### config.mk
export PLATFORM = sky130hd
export DESIGN_NAME = alu_pipe_flat
export DESIGN_NICKNAME = d
export VERILOG_FILES = /design/src/rtl/alu_pkg.sv /design/src/rtl/alu_if.sv /design/src/rtl/alu_core.sv /design/src/rtl/alu_pipe.sv /design/src/flat_wrapper.sv
export SDC_FILE = /design/constraint.sdc
export NUM_CORES = 1
export LEC_CHECK = 0
export BUFFER_PORTS_ARGS = -buffer_cell sky130_fd_sc_hd__buf_2
export CORE_MARGIN = 5
export CORE_UTILIZATION = 60
export CTS_CLUSTER_DIAMETER = 100
export DETAILED_ROUTE_END_ITERATION = 10
export HOLD_SLACK_MARGIN = 0.02
export PLACE_DENSITY_LB_ADDON = 0.3
export SKIP_CTS_REPAIR_TIMING = 1
export SYNTH_ARGS = -nofsm -noshare
export SYNTH_HDL_FRONTEND = slang
export SYNTH_SLANG_ARGS = --single-unit
### constraint.sdc
create_clock -name clk -period 6.7 [get_ports clk]
set_input_delay 1.34 -clock clk [delete_from_list [all_inputs] [get_ports clk]]
set_output_delay 1.34 -clock clk [all_outputs]
set_load 0.01 [all_outputs]
### src/rtl/alu_pkg.sv
// Shared opcode encoding, flag bit positions and opcode legality check for the ALU pipeline.
// Imported by the datapath core and the pipeline wrapper.
package alu_pkg;

    typedef enum logic [3:0] {
        OP_ADD    = 4'b0000,
        OP_SUB    = 4'b0001,
        OP_XOR    = 4'b0010,
        OP_SLL    = 4'b0100,
        OP_SRA    = 4'b0101,
        OP_ROR    = 4'b0110,
        OP_PADDSB = 4'b0111,
        OP_LW     = 4'b1000,
        OP_SW     = 4'b1001,
        OP_LLB    = 4'b1010,
        OP_LHB    = 4'b1011
    } op_e;

    localparam int FLAG_Z = 2;
    localparam int FLAG_V = 1;
    localparam int FLAG_N = 0;

    // 0011 and the whole 11xx block are unassigned.
    function automatic logic is_illegal(input logic [3:0] op);
        return (op == 4'b0011) || (op[3:2] == 2'b11);
    endfunction

endpackage

### src/rtl/alu_if.sv
// Operation/result handshake bundle: valid-ready on both the operand side and the result side.
// master drives operands and out_ready; slave (the pipeline) returns in_ready and the registered result.
interface alu_if #(
    parameter int WIDTH = 16
);
    logic             in_valid;
    logic             in_ready;
    logic [WIDTH-1:0] a;
    logic [WIDTH-1:0] b;
    logic [3:0]       op;
    logic             out_valid;
    logic             out_ready;
    logic [WIDTH-1:0] result;
    logic             illegal;
    logic [2:0]       flags;

    modport master (
        output in_valid, a, b, op, out_ready,
        input  in_ready, out_valid, result, illegal, flags
    );

    modport slave (
        input  in_valid, a, b, op, out_ready,
        output in_ready, out_valid, result, illegal, flags
    );
endinterface

### src/rtl/alu_core.sv
// Purely combinational ALU datapath: saturating add/sub, logic, shifts, lane-wise add, address and byte-load ops.
// Zero latency; no backpressure of its own, the enclosing pipeline decides when outputs are captured.
module alu_core
    import alu_pkg::*;
#(
    parameter int WIDTH = 16,
    parameter int LANE  = 4
) (
    input  logic [WIDTH-1:0] a,
    input  logic [WIDTH-1:0] b,
    input  logic [3:0]       op,
    output logic [WIDTH-1:0] result,
    output logic             illegal,
    output logic             z,
    output logic             v,
    output logic             n,
    output logic             upd_z,
    output logic             upd_v,
    output logic             upd_n
);

    localparam int SHW   = $clog2(WIDTH);
    localparam int NLANE = WIDTH / LANE;

    localparam logic [WIDTH-1:0] SMAX  = {1'b0, {(WIDTH-1){1'b1}}};
    localparam logic [WIDTH-1:0] SMIN  = {1'b1, {(WIDTH-1){1'b0}}};
    localparam logic [WIDTH-1:0] ONE   = {{(WIDTH-1){1'b0}}, 1'b1};
    localparam logic [SHW:0]     WSIZE = SHW'(0) + (SHW+1)'(WIDTH);

    logic [SHW-1:0]   shamt;
    logic [SHW:0]     rol_amt;
    logic [WIDTH-1:0] sum;
    logic [WIDTH-1:0] diff;
    logic [WIDTH-1:0] ror_res;
    logic [WIDTH-1:0] lane_sum;
    logic             add_ovf;
    logic             sub_ovf;

    assign shamt   = b[SHW-1:0];
    // A zero rotate shifts left by WIDTH, which yields zero and leaves a unchanged.
    assign rol_amt = WSIZE - {1'b0, shamt};
    assign ror_res = (a >> shamt) | (a << rol_amt);

    assign sum  = a + b;
    assign diff = a - b;

    // Overflow direction always follows the sign of a, for both add and subtract.
    assign add_ovf = (a[WIDTH-1] == b[WIDTH-1]) && (sum[WIDTH-1]  != a[WIDTH-1]);
    assign sub_ovf = (a[WIDTH-1] != b[WIDTH-1]) && (diff[WIDTH-1] != a[WIDTH-1]);

    for (genvar g = 0; g < NLANE; g++) begin : g_lane
        logic [LANE-1:0] la;
        logic [LANE-1:0] lb;
        logic [LANE-1:0] ls;
        logic            lovf;

        assign la   = a[g*LANE +: LANE];
        assign lb   = b[g*LANE +: LANE];
        assign ls   = la + lb;
        assign lovf = (la[LANE-1] == lb[LANE-1]) && (ls[LANE-1] != la[LANE-1]);

        assign lane_sum[g*LANE +: LANE] = !lovf       ? ls :
                                          la[LANE-1]  ? {1'b1, {(LANE-1){1'b0}}} :
                                                        {1'b0, {(LANE-1){1'b1}}};
    end

    always_comb begin
        result = '0;
        v      = 1'b0;
        upd_z  = 1'b0;
        upd_v  = 1'b0;
        upd_n  = 1'b0;
        case (op)
            OP_ADD: begin
                result = add_ovf ? (a[WIDTH-1] ? SMIN : SMAX) : sum;
                v      = add_ovf;
                upd_z  = 1'b1;
                upd_v  = 1'b1;
                upd_n  = 1'b1;
            end
            OP_SUB: begin
                result = sub_ovf ? (a[WIDTH-1] ? SMIN : SMAX) : diff;
                v      = sub_ovf;
                upd_z  = 1'b1;
                upd_v  = 1'b1;
                upd_n  = 1'b1;
            end
            OP_XOR: begin
                result = a ^ b;
                upd_z  = 1'b1;
            end
            OP_SLL: begin
                result = a << shamt;
                upd_z  = 1'b1;
            end
            OP_SRA: begin
                result = $unsigned($signed(a) >>> shamt);
                upd_z  = 1'b1;
            end
            OP_ROR: begin
                result = ror_res;
                upd_z  = 1'b1;
            end
            OP_PADDSB: result = lane_sum;
            OP_LW,
            OP_SW:     result = (a & ~ONE) + b;
            OP_LLB:    result = {a[WIDTH-1:8], b[7:0]};
            OP_LHB:    result = {b[7:0], a[WIDTH-9:0]};
            default:   result = '0;
        endcase
    end

    assign illegal = is_illegal(op);
    assign z       = (result == '0);
    assign n       = result[WIDTH-1];

endmodule

### src/rtl/alu_pipe.sv
// Two-stage ALU pipeline (operand stage S1, result stage S2) with {Z,V,N} flags; 2-cycle latency, 1 op/cycle.
// Stalls by holding S2 while out_ready is low; in_ready is combinational from out_ready through both stages.
module alu_pipe
    import alu_pkg::*;
#(
    parameter int WIDTH = 16,
    parameter int LANE  = 4
) (
    input  logic   clk,
    input  logic   rst,
    alu_if.slave   bus
);

    logic             s1_vld;
    logic [WIDTH-1:0] s1_a;
    logic [WIDTH-1:0] s1_b;
    logic [3:0]       s1_op;

    logic             s2_vld;
    logic [WIDTH-1:0] s2_res;
    logic             s2_ill;
    logic [2:0]       flags_q;

    logic             s1_adv;
    logic             s2_adv;

    logic [WIDTH-1:0] core_res;
    logic             core_ill;
    logic             core_z;
    logic             core_v;
    logic             core_n;
    logic             upd_z;
    logic             upd_v;
    logic             upd_n;

    assign s2_adv = bus.out_ready || !s2_vld;
    assign s1_adv = s2_adv || !s1_vld;

    assign bus.in_ready  = s1_adv;
    assign bus.out_valid = s2_vld;
    assign bus.result    = s2_res;
    assign bus.illegal   = s2_ill;
    assign bus.flags     = flags_q;

    always_ff @(posedge clk or posedge rst) begin
        if (rst) begin
            s1_vld <= 1'b0;
            s1_a   <= '0;
            s1_b   <= '0;
            s1_op  <= '0;
        end else if (s1_adv) begin
            s1_vld <= bus.in_valid;
            if (bus.in_valid) begin
                s1_a  <= bus.a;
                s1_b  <= bus.b;
                s1_op <= bus.op;
            end
        end
    end

    alu_core #(
        .WIDTH (WIDTH),
        .LANE  (LANE)
    ) u_core (
        .a       (s1_a),
        .b       (s1_b),
        .op      (s1_op),
        .result  (core_res),
        .illegal (core_ill),
        .z       (core_z),
        .v       (core_v),
        .n       (core_n),
        .upd_z   (upd_z),
        .upd_v   (upd_v),
        .upd_n   (upd_n)
    );

    // A bubble moving into S2 drops out_valid but keeps the last result and flags.
    always_ff @(posedge clk or posedge rst) begin
        if (rst) begin
            s2_vld  <= 1'b0;
            s2_res  <= '0;
            s2_ill  <= 1'b0;
            flags_q <= 3'b000;
        end else if (s2_adv) begin
            s2_vld <= s1_vld;
            if (s1_vld) begin
                s2_res <= core_res;
                s2_ill <= core_ill;
                if (upd_z) flags_q[FLAG_Z] <= core_z;
                if (upd_v) flags_q[FLAG_V] <= core_v;
                if (upd_n) flags_q[FLAG_N] <= core_n;
            end
        end
    end

endmodule

### src/flat_wrapper.sv
// flat-port wrapper written by rule: the top's interface ports become plain ports
module alu_pipe_flat import alu_pkg::*;
#(
    parameter int WIDTH = 16,
    parameter int LANE  = 4
)
  (clk, rst, bus_in_valid, bus_a, bus_b, bus_op, bus_out_ready, bus_in_ready, bus_out_valid, bus_result, bus_illegal, bus_flags);
  alu_if #(.WIDTH(WIDTH)) bus_i ();
  input  logic clk;
  input  logic rst;
  input wire logic [$bits(bus_i.in_valid)-1:0] bus_in_valid;
  input wire logic [$bits(bus_i.a)-1:0] bus_a;
  input wire logic [$bits(bus_i.b)-1:0] bus_b;
  input wire logic [$bits(bus_i.op)-1:0] bus_op;
  input wire logic [$bits(bus_i.out_ready)-1:0] bus_out_ready;
  output wire logic [$bits(bus_i.in_ready)-1:0] bus_in_ready;
  output wire logic [$bits(bus_i.out_valid)-1:0] bus_out_valid;
  output wire logic [$bits(bus_i.result)-1:0] bus_result;
  output wire logic [$bits(bus_i.illegal)-1:0] bus_illegal;
  output wire logic [$bits(bus_i.flags)-1:0] bus_flags;
  assign bus_i.in_valid = bus_in_valid;
  assign bus_i.a = bus_a;
  assign bus_i.b = bus_b;
  assign bus_i.op = bus_op;
  assign bus_i.out_ready = bus_out_ready;
  assign bus_in_ready = bus_i.in_ready;
  assign bus_out_valid = bus_i.out_valid;
  assign bus_result = bus_i.result;
  assign bus_illegal = bus_i.illegal;
  assign bus_flags = bus_i.flags;
  alu_pipe #(.WIDTH(WIDTH), .LANE(LANE)) u_core (.clk(clk), .rst(rst), .bus(bus_i));
endmodule
* After elaboration in Yosys (flattened, before gate mapping)
Index checks and enable logic that the tools add are counted.
** Operators by class
- $add $sub $neg :: 8
- Multiply operators :: 0
- Div/mod/pow operators :: 0
- Magnitude comparators :: 0
- Equality and inequality tests :: 23
- Shifts and indexed selects :: 4
- Muxes and demuxes :: 15
- Bitwise logic cells :: 2
- Reduce and logical (&&, ||, !) cells :: 20
** Operators by type and width (count)
- 16-bit case mux with 10 select lines :: 1
- 16-bit 2-to-1 mux :: 3
- 16-bit adder :: 2
- 4-bit 2-to-1 mux :: 8
- 4-bit adder :: 4
- 4-bit by 3-bit equality test with 1-bit output (second input constant) :: 4
- 4-bit equality test (second input constant) :: 4
- 16-bit logical NOT :: 1
- 16-bit OR :: 1
- 16-bit by 4-bit left shift with 16-bit output :: 1
- 16-bit by 5-bit left shift with 16-bit output :: 1
- 16-bit by 4-bit >> shifter with 16-bit output :: 1
- 16-bit by 4-bit >>> shifter with 16-bit output :: 1
- 16-bit subtractor :: 1
- 16-bit XOR :: 1
- 4-bit by 2-bit equality test with 1-bit output (second input constant) :: 2
- 1-bit inequality test :: 7
- 1-bit logical AND :: 6
- 3-bit AND reduction :: 2
- 6-bit OR reduction :: 1
- 5-bit by 4-bit subtractor with 5-bit output (first input constant) :: 1
- 1-bit equality test :: 4
- 4-bit by 1-bit equality test with 1-bit output (second input constant) :: 1
- 4-bit logical NOT :: 1
- 7 further kinds :: 13
** Storage, ports and cells
- Register bits after elaboration :: 58
- Bits in latches :: 0
- RAM bits :: 0
- ROM bits :: 0
- Output and inout bits :: 22
- Logic and storage cells :: 81
- Memories kept :: 0

* Logic depth before layout (Yosys ltp)
- Word-level depth :: 6
- Gate-level depth with buffers :: 25
- Depth with buffers taken out :: 21

* By module
Synthesis repeated with hierarchy kept, for this count alone.
** Unflattened totals
- Cell total of the unflattened synthesis :: 1036
- Area total of the unflattened synthesis :: 8588.2 um2
** By module, submodules not included
- alu_core :: times used 1, cells an instance 908, area each 6252.2 um2, seq. area each 0.0 um2
- alu_pipe :: times used 1, cells an instance 128, area each 2336.0 um2, seq. area each 1451.4 um2

* Worst setup path after synthesis
OpenSTA, ideal clock, no wires.
- Path kind :: reg2reg
- From :: register u_core.s1_b[1]
- To :: register u_core.flags_q[2], in the netlist u_core.bus.flags[2]
- Library setup time :: 0.068 ns
- Arrival time :: 5.427 ns
- Setup slack :: 1.205 ns
- Cell stages (with the launch flop) :: 22
- Path buffers :: 2
- Clock period less this slack :: 5.495 ns
- Cell sequence :: dfrtp_1 buf_2 inv_2 buf_1 ha_1 nor2b_1 o2111a_1 o31a_1 a41oi_1 a211oi_1 o21ai_0 nand2b_1 a21oi_1 fa_1 nand2_1 nor2_1 a21oi_1 a21oi_1 or4_1 or4_1 nor4b_2 a32o_1
** On the way
- Cells in the longest elaborated chain, start to end :: 6
- Elaborated cells between the ends (all ways) :: 22
- Those cells by class :: 5 x add/sub; 3 x eq/ne; 4 x shift; 4 x mux; 2 x bitwise; 4 x reduce/logical
** Ends and longest elaborated chain
- start, declared :: line alu_pipe.sv:16 : logic [WIDTH-1:0] s1_b;
- start signal, assigned :: line alu_pipe.sv:55 : s1_b <= bus.b;
- branches (longest 4 deep; another with 5-bit by 4-bit subtractor with 5-bit output)
- 16-bit case mux with 10 select lines * :: line alu_core.sv:73 : case (op)
- 16-bit logical NOT * :: line alu_core.sv:114 : assign z = (result == '0);
- end signal, assigned by index :: line alu_pipe.sv:90 : if (upd_z) flags_q[FLAG_Z] <= core_z;
- end signal, assigned by index :: line alu_pipe.sv:91 : if (upd_v) flags_q[FLAG_V] <= core_v;
- end signal, assigned by index :: line alu_pipe.sv:92 : if (upd_n) flags_q[FLAG_N] <= core_n;
- end, declared :: line alu_pipe.sv:22 : logic [2:0] flags_q;
Every way passes the cells marked *.
A chain may end at the register's enable or synchronous reset.

* Worst setup path after layout
- From :: register u_core.s1_a[6]
- To :: register u_core.flags_q[2], in the netlist u_core.bus.flags[2]
** On the way
- Cells in the longest elaborated chain, start to end :: 6
- Elaborated cells between the ends (all ways) :: 21
- Those cells by class :: 4 x add/sub; 3 x eq/ne; 4 x shift; 4 x mux; 2 x bitwise; 4 x reduce/logical
** Ends and longest elaborated chain
- start, declared :: line alu_pipe.sv:15 : logic [WIDTH-1:0] s1_a;
- start signal, assigned :: line alu_pipe.sv:54 : s1_a <= bus.a;
- 16-bit subtractor, or another cell as far along :: line alu_core.sv:45 : assign diff = a - b;
- 1-bit inequality test, on equally long branches :: line alu_core.sv:49, alu_core.sv:48, alu_core.sv:60
- 1-bit logical AND, on equally long branches :: line alu_core.sv:49, alu_core.sv:48, alu_core.sv:60
- 16-bit 2-to-1 mux, or another cell as far along :: line alu_core.sv:82 : result = sub_ovf ? (a[WIDTH-1] ? SMIN : SMAX) : diff;
- 16-bit case mux with 10 select lines * :: line alu_core.sv:73
- 16-bit logical NOT * :: line alu_core.sv:114
Mark *: on every way between the ends. The rest lies on a longest branch, timed or not.

==> results.md <==
- The largest individual stage delay along the critical path comes from the cell ha_1.
- The fraction of layout cells with a size suffix above 1 is 20.1%.
- Sorting the synthesized cells by area gives the leading types as dfrtp_1 18%, mux2_2 7.2%, mux4_2 6.1%.
- The clock input transition at the sequential cells of the worst setup and hold paths is 0.06 ns.
- The largest single stage delay on the critical path is 0.62 ns.
- The number of max-slew violations in the final report is 0.
- The number of buffer and inverter instances along the worst setup path is 0.
- The number of violations of the max-capacitance limit is 0.
- The length of routed met3 wiring is 4.98 mm.
- The count of endpoints failing hold in the final timing report is 0.
- The number of nets in the synthesized netlist is 1100.
- Data on the critical path is required at its endpoint by 6.98 ns.
- The overall global routing resource usage is 41.1%.
- The wire length reported by the detailed router is 33.3 mm.
- The number of cell rows is 42.
- Summed over all layers, the global routing overflow is 0.
- The number of antenna violations at the first check in global routing was 0.
- The signal on the critical path passes through ha_1 > o21ai_0 > nand2b_1 > o31a_1 > a41oi_1 > a211oi_1 > o21ai_0 > nand2b_1 > a21oi_1 > fa_1 > nor2_1 > nand3_1 > nand2_1 > or3_1 > a31oi_1 > o311ai_0 > nor4_1 > nand4_1 > nor4b_2 > a32o_1.
- The startpoint kind of the worst setup timing path is a flop.
- The leakage power figure is 3.62 nW.
- The clock latency reported for the late side of the worst-skew pair is 0.35 ns.
- The clock period minus final worst setup slack is 5.77 ns.
- Data arrives at the worst endpoint at 6.05 ns.
- The number of enable-type register cells in the synthesized netlist is 0.
- The share of flip-flops with an asynchronous set or reset is 100%.
- The die height is 126 um.
- The worst path meets setup with 0.928 ns of slack.
- The total of warnings raised by yosys is 0.
- Registers take 0.00146 mm2.
- Summing the sequential cell areas from Yosys gives 17.9% of the chip area.
- The via count is 8928.
- After detailed routing, the met2 layer carries 13.7 mm of wire.
- The die is 126 um wide.
- The area used by multi-input combinational logic is 0.00611 mm2.
- TritonCTS built the clock tree.
- The cell with the most instances after synthesis is nand2_1.
- The clock drives 58 sinks.
- After the first detailed-routing iteration, the DRC count stood at 1540.
- The worst setup path is captured at a flop.
- The average detailed-routed wire length per instance is 27.5 um.
- CTS built an H-tree with a depth of 3.
- After synthesis, the most frequently instantiated cells are 100 x nand2_1, 76 x a21oi_1, 71 x o21ai_0.
- The first global-routing pass estimated 50.4 mm of wire.
- After synthesis the cells add up to 0.00812 mm2.
- The core footprint is 0.0132 mm2.
- The pin count of the biggest net entering global routing is 59.
- The number of nets with antenna violations after detailed routing is 0.
- For this design the ratio of total power to cell area is 338 mW/mm2.
- In the final timing run, aggregate negative setup slack is 0 ns.
- The area growth from synthesis to final layout is 8.61%.
- The die area is 0.0160 mm2.
- The post-detailed-route via-to-cell ratio is 7.36.
- Setup violations remaining at the end of the flow were counted as 0.
- The flow ran to the end, and the final reports show no timing, DRC or antenna violations.
- The classification of the worst-slack hold path is reg -> reg.
- The first TritonRoute pass finished after 6 iterations.
- Counting along the longest clock path gives a buffer depth of 2.
- The share of Yosys cell area claimed by the top area cell type is 17.9%.
- Counting distinct cell types in the post-synthesis netlist gives 90.
- The antenna diode instance count is 0.
- The count of buffers added on input and output ports is 61.
- The CTS buffer count is 9.
- For this design the top-level I/O count stands at 62.
- The tree is rooted in a clkbuf_16.
- Setup repair after global routing left no endpoint under its margin.
- The family with the most delay on the worst path is simple AND/OR/NAND/NOR gates.
- After detailed routing, no signal wire sits above met4.
- After the last flow step, the layout net total stands at 1111.
- The actual transition at the worst max-transition pin is 1.28 ns.
- The number of register bits inferred by synthesis is 58.
- After filler insertion, the fill cell instance count of the layout stands at 1096.
- In this run the mean area of a mapped cell was 7.96 um2.
- The starting density of the core is 61.3%.
- The number of global-route vias before repair is 8248.
- The half-perimeter wire length of the detailed placement result is 25.0 mm.
- For the final database, setup skew stands at 0.0120 ns.
- The met1 wire length is 12.3 mm.
- The largest total area in the synthesized netlist belongs to dfrtp_1.
- Of all nets on the critical path, the largest fanout is 15.
- The primary flip-flop cell chosen by synthesis mapping is dfrtp_1.
- In the routed design, unresolved DRC markers number 0.
- Headroom to the max-slew limit came out at 13.3%.
- Synthesis handed over a netlist of 1021 instances.
- The post-place setup slack is 1.11 ns.
- The critical path start-end classification is reg -> reg.
- Across the VDD grid, the largest voltage drop is 0.281 mV.
- Static timing analysis puts the maximum clock frequency at 0.173 GHz.
- At the end of routability-driven placement, the weighted congestion stood at 1.08.
- The final critical path takes up 86.1% of the cycle.
-- final timing paths --
| kind | depth (start not counted) | slack [ns] | start | endpoint |
|---|---|---|---|---|
| worst max-delay path | 20 | 0.93 | u_core.s1_a[6]$_DFFE_PP0P_ | u_core.bus.flags[2]$_DFFE_PP0P_ |
| worst min-delay path | 2 | 0.47 | u_core.bus.result[10]$_DFFE_PP0P_ | u_core.bus.result[10]$_DFFE_PP0P_ |
| worst max register to register | 20 | 0.93 | u_core.s1_a[6]$_DFFE_PP0P_ | u_core.bus.flags[2]$_DFFE_PP0P_ |
| worst min register to register | 2 | 0.47 | u_core.bus.result[10]$_DFFE_PP0P_ | u_core.bus.result[10]$_DFFE_PP0P_ |
| max in group asynchronous | 3 | 4.96 | rst | u_core.s1_b[2]$_DFFE_PP0P_ |
| min in group asynchronous | 3 | 1.21 | rst | u_core.s1_b[10]$_DFFE_PP0P_ |
-- stage by stage --
step                      std cells  utilization (%)  hold slack (ns)  cell area [um2]  power [mW]
after floorplan                1021                -            0.480             8120        1.75
after global placement         1197             63.9            0.455             8460        2.29
after detailed placement       1197             63.9            0.465             8460        2.29
after CTS                      1213             66.6            0.476             8820        2.89
after global routing           1213             66.6            0.494             8820        3.10
final                          1213             66.6            0.471             8820        2.98
-- cell families after synthesis --
kind of cell | Yosys count | synth area share [%]
AND/OR/NAND/NOR | 330 | 20.7
multiplexers | 114 | 18.3
XOR/XNOR | 36 | 3.97
buffers and inverters | 132 | 6.98
adder cells (fa/ha/maj) | 40 | 6.78
AO/OA/AOI/OAI | 311 | 25.4
flip-flops | 58 | 17.9
-- power breakdown --
part	internal [mW]	leakage [nW]	switching [mW]
clock network	0.410	0.180	0.174
registers	0.431	0.697	0.0957
logic	0.669	2.75	1.20
total	1.51	3.62	1.47
-- worst register-to-register path: cells and delay by family, from the launching register on --
| family | cells | cell delay (ns) |
|---|---|---|
| AOI/OAI and AO/OA | 9 | 1.95 |
| adders and majority gates | 2 | 1.21 |
| DFF | 1 | 0.55 |
| and+or+nand+nor | 9 | 1.98 |
-- state kept, by name, indices dropped and copies added, names as in the netlist --
name,flops
u_core.s1_vld,1
u_core.s1_op,4
u_core.bus.result,16
u_core.bus.illegal,1
u_core.bus.flags,3
u_core.s1_a,16
u_core.s1_b,16
u_core.bus.out_valid,1
-- cell usage in the layout (no fill, tap or decap), types with 10 or more instances in the layout --
cell      netlist  routed
inv_1          38      37
nand4_1        10      10
nor2b_1        17      17
buf_2          22      61
nor2_1         66      66
a21oi_1        76      76
buf_4           3      26
nor3_1         26      26
o22ai_1        10      10
xnor2_1        26      26
o211ai_1       15      15
nor4_1         22      22
o311ai_0       11      11
nand3_1        24      24
nand2b_1       15      15
o21ai_0        71      71
a211oi_1       20      20
dfrtp_1        58      55
mux2_2         52      52
mux4_2         22      22
a31oi_1        10      10
a21o_1         10      10
ha_1           32      32
mux2i_1        37      37
nand2_1       100      99
-- final cells by class --
type / count / area share [%]
multi-input combinational: 831 / 69.2
sequential: 58 / 16.5
timing repair buffer: 87 / 5.67
clock buffer: 11 / 2.75
tap: 176 / 2.50
inverter: 45 / 1.94
clock inverter: 5 / 1.42
-- per-layer routing --
layer  track usage [%]  up-vias
met1              55.1     4135
li1                  -     3839
met2              58.3      787
met3              13.8      167
met4              22.3        0
met5                 0        -
(Power assumes the default switching activity.)
